===== src/rtl/ram_miss_arbiter_if.sv =====
// Bundle of the icache, dcache and RAM signals around the miss arbiter.
// The slave modport is the arbiter's view; master is the surrounding caches and RAM.
interface ram_miss_arbiter_if #(
   parameter int ADDR_W = 32,
   parameter int DATA_W = 64
);
   logic              i_req;
   logic [ADDR_W-1:0] i_addr;
   logic [DATA_W-1:0] i_rdata;
   logic              i_done;
   logic              d_req;
   logic              d_we;
   logic [ADDR_W-1:0] d_addr;
   logic [DATA_W-1:0] d_wdata;
   logic [DATA_W-1:0] d_rdata;
   logic              d_done;
   logic              ram_req;
   logic              ram_we;
   logic [ADDR_W-1:0] ram_addr;
   logic [DATA_W-1:0] ram_wdata;
   logic [DATA_W-1:0] ram_rdata;
   logic              ram_ack;
   logic              busy;
   logic              err;

   modport slave (
      input  i_req, i_addr, d_req, d_we, d_addr, d_wdata, ram_rdata, ram_ack,
      output i_rdata, i_done, d_rdata, d_done, ram_req, ram_we, ram_addr, ram_wdata,
             busy, err
   );

   modport master (
      output i_req, i_addr, d_req, d_we, d_addr, d_wdata, ram_rdata, ram_ack,
      input  i_rdata, i_done, d_rdata, d_done, ram_req, ram_we, ram_addr, ram_wdata,
             busy, err
   );
endinterface


===== src/rtl/ram_miss_arbiter.sv =====
// Round-robin arbiter sharing one 64-bit RAM port between icache and dcache misses.
// Optional ARB_TIMEOUT_EN macro adds a busy-cycle watchdog with a sticky err flag.
module ram_miss_arbiter #(
   parameter int ADDR_W         = 32,
   parameter int DATA_W         = 64,
   parameter int TIMEOUT_CYCLES = 255
) (
   input logic                clk,
   input logic                reset,
   ram_miss_arbiter_if.slave  bus
);

   typedef enum logic [1:0] {IDLE, BUSY_I, BUSY_D, DONE} state_t;

   state_t            state_reg, state_next;
   // 1 = dcache; also identifies the owner of the current transaction
   logic              last_grant_reg, last_grant_next;
   logic              we_reg, we_next;
   logic [ADDR_W-1:0] addr_reg, addr_next;
   logic [DATA_W-1:0] wdata_reg, wdata_next;
   logic [DATA_W-1:0] i_rdata_reg, i_rdata_next;
   logic [DATA_W-1:0] d_rdata_reg, d_rdata_next;
   logic              grant_d;

`ifdef ARB_TIMEOUT_EN
   localparam logic [7:0] TIMEOUT_LAST = 8'(TIMEOUT_CYCLES - 1);
   logic [7:0]        cnt_reg, cnt_next;
   logic              err_reg, err_next;
`endif

   always_ff @(posedge clk or negedge reset) begin
      if (!reset) begin
         state_reg      <= IDLE;
         last_grant_reg <= 1'b1;
         we_reg         <= 1'b0;
         addr_reg       <= '0;
         wdata_reg      <= '0;
         i_rdata_reg    <= '0;
         d_rdata_reg    <= '0;
`ifdef ARB_TIMEOUT_EN
         cnt_reg        <= '0;
         err_reg        <= 1'b0;
`endif
      end else begin
         state_reg      <= state_next;
         last_grant_reg <= last_grant_next;
         we_reg         <= we_next;
         addr_reg       <= addr_next;
         wdata_reg      <= wdata_next;
         i_rdata_reg    <= i_rdata_next;
         d_rdata_reg    <= d_rdata_next;
`ifdef ARB_TIMEOUT_EN
         cnt_reg        <= cnt_next;
         err_reg        <= err_next;
`endif
      end
   end

   always_comb begin
      state_next      = state_reg;
      last_grant_next = last_grant_reg;
      we_next         = we_reg;
      addr_next       = addr_reg;
      wdata_next      = wdata_reg;
      i_rdata_next    = i_rdata_reg;
      d_rdata_next    = d_rdata_reg;
      grant_d         = 1'b0;
`ifdef ARB_TIMEOUT_EN
      cnt_next        = cnt_reg;
      err_next        = err_reg;
`endif
      case (state_reg)
         IDLE: begin
            if (bus.i_req || bus.d_req) begin
               // On a tie the requester that did not win last time goes first
               grant_d         = bus.d_req && (!bus.i_req || !last_grant_reg);
               last_grant_next = grant_d;
               we_next         = grant_d && bus.d_we;
               addr_next       = grant_d ? bus.d_addr : bus.i_addr;
               addr_next[2:0]  = 3'b000;
               wdata_next      = grant_d ? bus.d_wdata : '0;
               state_next      = grant_d ? BUSY_D : BUSY_I;
`ifdef ARB_TIMEOUT_EN
               cnt_next        = '0;
`endif
            end
         end
         BUSY_I, BUSY_D: begin
            if (bus.ram_ack) begin
               state_next = DONE;
               if (!we_reg) begin
                  if (state_reg == BUSY_D) d_rdata_next = bus.ram_rdata;
                  else                     i_rdata_next = bus.ram_rdata;
               end
`ifdef ARB_TIMEOUT_EN
            end else if (cnt_reg == TIMEOUT_LAST) begin
               // Give up on the RAM: complete with a zero block and flag it
               state_next = DONE;
               err_next   = 1'b1;
               if (state_reg == BUSY_D) d_rdata_next = '0;
               else                     i_rdata_next = '0;
            end else begin
               cnt_next = cnt_reg + 8'd1;
`endif
            end
         end
         DONE:    state_next = IDLE;
         default: state_next = IDLE;
      endcase
   end

   assign bus.ram_req   = (state_reg == BUSY_I) || (state_reg == BUSY_D);
   assign bus.busy      = (state_reg != IDLE);
   assign bus.i_done    = (state_reg == DONE) && !last_grant_reg;
   assign bus.d_done    = (state_reg == DONE) && last_grant_reg;
   assign bus.ram_we    = we_reg;
   assign bus.ram_addr  = addr_reg;
   assign bus.ram_wdata = wdata_reg;
   assign bus.i_rdata   = i_rdata_reg;
   assign bus.d_rdata   = d_rdata_reg;
`ifdef ARB_TIMEOUT_EN
   assign bus.err       = err_reg;
`else
   assign bus.err       = 1'b0;
`endif

endmodule

===== src/flat_wrapper.sv =====
// flat-port wrapper written by rule: the top's interface ports become plain ports
module ram_miss_arbiter_flat 
#(
   parameter int ADDR_W         = 32,
   parameter int DATA_W         = 64,
   parameter int TIMEOUT_CYCLES = 255
)
  (clk, reset, bus_i_req, bus_i_addr, bus_d_req, bus_d_we, bus_d_addr, bus_d_wdata, bus_ram_rdata, bus_ram_ack, bus_i_rdata, bus_i_done, bus_d_rdata, bus_d_done, bus_ram_req, bus_ram_we, bus_ram_addr, bus_ram_wdata, bus_busy, bus_err);
  ram_miss_arbiter_if #(.ADDR_W(ADDR_W), .DATA_W(DATA_W)) bus_i ();
  input logic clk;
  input logic reset;
  input wire logic [$bits(bus_i.i_req)-1:0] bus_i_req;
  input wire logic [$bits(bus_i.i_addr)-1:0] bus_i_addr;
  input wire logic [$bits(bus_i.d_req)-1:0] bus_d_req;
  input wire logic [$bits(bus_i.d_we)-1:0] bus_d_we;
  input wire logic [$bits(bus_i.d_addr)-1:0] bus_d_addr;
  input wire logic [$bits(bus_i.d_wdata)-1:0] bus_d_wdata;
  input wire logic [$bits(bus_i.ram_rdata)-1:0] bus_ram_rdata;
  input wire logic [$bits(bus_i.ram_ack)-1:0] bus_ram_ack;
  output wire logic [$bits(bus_i.i_rdata)-1:0] bus_i_rdata;
  output wire logic [$bits(bus_i.i_done)-1:0] bus_i_done;
  output wire logic [$bits(bus_i.d_rdata)-1:0] bus_d_rdata;
  output wire logic [$bits(bus_i.d_done)-1:0] bus_d_done;
  output wire logic [$bits(bus_i.ram_req)-1:0] bus_ram_req;
  output wire logic [$bits(bus_i.ram_we)-1:0] bus_ram_we;
  output wire logic [$bits(bus_i.ram_addr)-1:0] bus_ram_addr;
  output wire logic [$bits(bus_i.ram_wdata)-1:0] bus_ram_wdata;
  output wire logic [$bits(bus_i.busy)-1:0] bus_busy;
  output wire logic [$bits(bus_i.err)-1:0] bus_err;
  assign bus_i.i_req = bus_i_req;
  assign bus_i.i_addr = bus_i_addr;
  assign bus_i.d_req = bus_d_req;
  assign bus_i.d_we = bus_d_we;
  assign bus_i.d_addr = bus_d_addr;
  assign bus_i.d_wdata = bus_d_wdata;
  assign bus_i.ram_rdata = bus_ram_rdata;
  assign bus_i.ram_ack = bus_ram_ack;
  assign bus_i_rdata = bus_i.i_rdata;
  assign bus_i_done = bus_i.i_done;
  assign bus_d_rdata = bus_i.d_rdata;
  assign bus_d_done = bus_i.d_done;
  assign bus_ram_req = bus_i.ram_req;
  assign bus_ram_we = bus_i.ram_we;
  assign bus_ram_addr = bus_i.ram_addr;
  assign bus_ram_wdata = bus_i.ram_wdata;
  assign bus_busy = bus_i.busy;
  assign bus_err = bus_i.err;
  ram_miss_arbiter #(.ADDR_W(ADDR_W), .DATA_W(DATA_W), .TIMEOUT_CYCLES(TIMEOUT_CYCLES)) u_core (.clk(clk), .reset(reset), .bus(bus_i));
endmodule

===== config.mk =====
export PLATFORM = sky130hd
export DESIGN_NAME = ram_miss_arbiter_flat
export DESIGN_NICKNAME = d
export VERILOG_FILES = /design/src/rtl/ram_miss_arbiter_if.sv /design/src/rtl/ram_miss_arbiter.sv /design/src/flat_wrapper.sv
export SDC_FILE = /design/constraint.sdc
export NUM_CORES = 1
export LEC_CHECK = 0
export CAP_MARGIN = 20
export CORE_AREA = 2 2 166 168
export CTS_CLUSTER_SIZE = 14
export DETAILED_ROUTE_END_ITERATION = 12
export DIE_AREA = 0 0 168 170
export PLACE_DENSITY = 0.67
export SLEW_MARGIN = 30
export SYNTH_ARGS = -nofsm -noshare
export SYNTH_HDL_FRONTEND = slang
export SYNTH_SLANG_ARGS = --single-unit
export TNS_END_PERCENT = 20

===== constraint.sdc =====
create_clock -name clk -period 5 [get_ports clk]
set_input_delay 0.5 -clock clk [delete_from_list [all_inputs] [get_ports clk]]
set_output_delay 0.5 -clock clk [all_outputs]
set_load 0.05 [all_outputs]

== Word level (Yosys, flattened, before mapping) ==
Cells that the tools add are included.

* Register bits after elaboration: 225
* Input port bits: 198
* Output and inout port bits: 230
* Logic and storage cells: 36

* Eq/ne operators: 5
* Muxes and demuxes: 6
* Bitwise gates (word level): 2
* Reduce and logical (&&, ||, !) cells: 16

{| class="wikitable"
|+ Operator list
! operator !! count
|-
| 64-bit two-way mux || 1
|-
| 32-bit two-way mux || 1
|-
| 4-bit AND reduction || 2
|-
| 2-bit two-way mux || 3
|-
| 2-bit one-hot mux with 3 select lines || 1
|-
| 2-bit == test, second input constant || 2
|-
| 1-bit logical AND || 4
|-
| 2-bit AND reduction || 2
|-
| 1-bit logical OR || 3
|-
| 2-bit by 1-bit == test with 1-bit output, second input constant || 1
|-
| 1-bit logical NOT || 2
|-
| 2-bit logical NOT || 1
|-
| 2-bit by 1-bit inequality test with 1-bit output, second input constant || 1
|-
| 2-bit inequality test, second input constant || 1
|-
| 1-bit NOT || 2
|-
| 2-bit nonzero test || 1
|-
| 2-bit OR reduction || 1
|}

== Depth between registers and ports, before layout ==
* Depth in word-level cells: 6
* Depth in mapped cells: 7
* Mapped depth without buffers: 5

== Worst setup path after synthesis ==
No wires, ideal clock.

* Kind: register to register
* Start: register u_core.state_reg[0]
* End: register u_core.i_rdata_reg[10] (netlist: u_core.bus.i_rdata[10])
* Library setup time: 0.125 ns
* Data arrival time: 2.064 ns
* Data required time: 4.875 ns
* Setup slack: 2.811 ns
* Stages on the path, launching flop included: 8
* Path buffers: 2
* Period minus slack after synthesis: 2.189 ns
* Cells stage by stage: dfrtp_1 inv_1 ha_1 inv_2 nor4b_4 buf_6 buf_12 mux2_4

* Longest elaborated chain between the ends: 3
* Elaborated cells between the ends (all ways): 5
* Classes of those cells: eq/ne (2); bitwise (1); reduce/logical (2)

{| class="wikitable"
|+ Ends and longest elaborated chain
! what !! RTL line !! RTL
|-
| start: declaration || ram_miss_arbiter.sv:15 || <nowiki>state_t state_reg, state_next;</nowiki>
|-
| start signal: assignment || ram_miss_arbiter.sv:45 || <nowiki>state_reg <= state_next;</nowiki>
|-
| 2-bit by 1-bit == test with 1-bit output / 2-bit == test (equally long branches) || ram_miss_arbiter.sv:72, ram_miss_arbiter.sv:92 ||
|-
| 2-bit OR reduction / 1-bit NOT (equally long branches) || n/a ||
|-
| 4-bit AND reduction (no line) (*) || n/a ||
|-
| end signal: assignment || ram_miss_arbiter.sv:50 || <nowiki>i_rdata_reg <= i_rdata_next;</nowiki>
|-
| end: declaration || ram_miss_arbiter.sv:21 || <nowiki>logic [DATA_W-1:0] i_rdata_reg, i_rdata_next;</nowiki>
|}

Every way passes the cells marked *; elsewhere a longest branch is shown, timed or not.
A chain may end at the register's enable or synchronous reset.

== Worst setup path in the final report ==
* Start: register u_core.state_reg[0]
* End: output bus_busy

* Longest elaborated chain between the ends: 1

{| class="wikitable"
|+ Ends and longest elaborated chain
! what !! RTL line !! RTL
|-
| 2-bit nonzero test || ram_miss_arbiter.sv:113 || <nowiki>assign bus.busy = (state_reg != IDLE);</nowiki>
|-
| end: declaration || flat_wrapper.sv:28 || <nowiki>output wire logic [$bits(bus_i.busy)-1:0] bus_busy;</nowiki>
|}

Every way passes these cells.

==> reports/qor.yml <==
critical_path:
  critPathTopFamily: "buffers and inverters"
  max_stage_delay_ns: 0.85
  cp.required_ns: 4.50
  cp.depth: 4
  path_cells: "inv_1 > ha_1 > inv_1 > clkdlybuf4s50_1"
  crit_fanout: 3
  crit_type: "reg2out"
  startpoint_type: "register"
  rr_worst_depth: 6
  end_kind: "output pin"
  r2r_slack_ns: 2.74
  crit_top_cell: "inv_1"
  critPathArrivalTime_ns: 2.24
  crit_buf_inv: 3
  slowest_stage: "clkdlybuf4s50_1"
sta:
  timing.final.crit_share_pct: 54.7
  clock_skew_ns: 0.00918
  finalMaxSlewViolations: 0
  rsz0062_at_grt: "false"
  finalHoldViolations: 0
  max_freq_mhz: 366
  maxSlewHeadroom_pct: 39.1
  setup_tns_ns: 0
  period_minus_slack_ns: 2.74
  fin_hold_ws_ns: 0.448
  setup_violations: 0
  worst_pin_slew_ns: 0.914
global_route:
  use_met3_pct: 6.51
  grt_max_degree: 124
  grt-busiest-layer: "met2"
  grt-ovfl-total: 0
  grt_pass1_vias: 6787
  grt_usage_pct: 17.7
  use_met1_pct: 21.4
  grt_pass1_wl_mm: 39.7
  antenna_found_initial: 0
  grt_use_met2_pct: 29.9
final_layout:
  drive_gt1_share_pct: 18.0
  final_nets: 1219
  areaGrowthSynthToFinish_pct: 58.9
  n_antenna_cell: 0
  finalCoreUtilization_pct: 53.2
  final_area_um2: 14200
  n_fill_cell: 2322
clocking:
  cts_max_path_buffers: 3
  post_cts_buffers: 0
  cts.reportedPaths.clkPinSlew_ns: 0.06
  clock_sinks: 225
  cts_tree: "done"
  cts_root_buf: "clkbuf_16"
  cts_resized: 0
  clk_latency_ns: 0.52
  cts_made_buffers: 26
  h-tree-depth: 1
synth:
  syn_area_um2: 8920
  avgSynthCellArea_um2: 14.8
  synth_top_area_share_pct: 62.8
  synth_area_leader_cell: "dfrtp_1"
  seq_area_frac_synth_pct: 63.1
  synth_warnings: 0
  yosys-top-cells-area: "dfrtp_1 63%, mux2_4 10%, mux2_2 8.7%"
  syn_inst: 603
  synthDistinctLibCells: 28
  ys_ff_latch: 225
routing:
  drt_first_pass_iters: 4
  vias: 6492
  vias_per_cell: 4.72
  first_iter_violations: 326
  ant_nets: 0
  route.detailed.drc: 0
  routed_wl_mm: 26.0
  wl_per_cell_um: 18.9
die:
  start_util_pct: 33.5
  fp.dieH_um: 170
  num_rows: 60
  die_w_um: 168
  core-area_um2: 26700
  die-area_um2: 28600
  io_pins: 428
run_status:
  outcome: "complete, no violations"
place:
  io_buffers: 417
  dp_hpwl_mm: 18.4
  gp_congestion: 0.761
  place_area_um2: 13300
min_path:
  hold_path_class: "in2async"
run:
  maxCapViolCount: 0
per-layer routing:
metal | up-vias | wire length (um)
met1 | 3203 | 10300
met2 | 296 | 12500
met5 | - | 0
met4 | 0 | 573
li1 | 2962 | -
met3 | 31 | 2590
final timing paths:
check | from | end
max in group asynchronous | reset | u_core.bus.i_rdata[32]
worst max-delay path | u_core.state_reg[0] | bus_busy
min in group clk | u_core.bus.ram_wdata[7] | u_core.bus.ram_wdata[7]
worst max register to register | u_core.state_reg[0] | u_core.bus.i_rdata[2]
worst min register to register | u_core.bus.ram_wdata[7] | u_core.bus.ram_wdata[7]
worst min-delay path | reset | u_core.bus.i_rdata[31]
synth_stat cells:
cell type    n
mux2i_1      2
a21oi_1     59
nor4b_4      1
mux2_4      60
a21boi_1     1
a21o_1       1
nor2b_1      1
a21bo_2      1
mux2_2      69
clkbuf_1     9
nor2_1      31
buf_2       13
conb_1       1
buf_4       15
dfstp_2      1
a22o_1      65
nand3b_1     1
dfrtp_1    224
buf_6        1
o32a_2       1
o21a_1       1
nand2_1     29
and2_1       1
buf_12       6
o21ai_1      1
inv_2        1
ha_1         4
inv_1        3
placed cells by master, fill, tap and decap left out, types with 4 or more instances in the layout:
cell type / n
a21oi_1: 59
a22o_1: 65
buf_4: 6
clkbuf_1: 7
clkbuf_16: 26
clkbuf_8: 4
clkdlybuf4s50_1: 416
clkinv_2: 5
conb_1: 4
dfrtp_1: 224
ha_1: 4
mux2_2: 69
mux2_4: 60
nand2_1: 29
nor2_1: 30
through the flow:
step	std cells	setup WS, ns
after floorplan	606	2.81
after CTS	1373	2.24
after global placement	1328	2.08
after global routing	1375	2.13
final	1375	2.27
after detailed placement	1328	2.06
cells by family (layout without fill, tap and decap cells):
family / count (synthesis) / in the layout / synth area share (%)
mux: 131 / 131 / 19.0
flops: 225 / 225 / 63.1
simple gates: 64 / 64 / 3.01
other cells: 1 / 4 / 0.0420
compound gates: 130 / 130 / 10.2
fa+ha+maj: 4 / 4 / 0.561
buf+inv: 48 / 476 / 4.01
layout make-up:
type	instances	area, um2	share of cell area [%]
Clock buffer	37	732	5.16
Clock inverter	8	101	0.715
Inverter	4	15.0	0.106
Multi-Input combinational cell	333	2970	20.9
Sequential cell	225	5630	39.7
Tap cell	341	427	3.01
Timing Repair Buffer	427	4300	30.3
repair_timing:
action | CTS | global route
hold endpoints to repair | 0 | 39
endpoints found under the setup margin | 0 | 0
hold buffers | 0 | 1
Power is left out: the tool's default activity adds up to more than one toggle a clock period on the data nets, which glitch-free logic cannot reach.
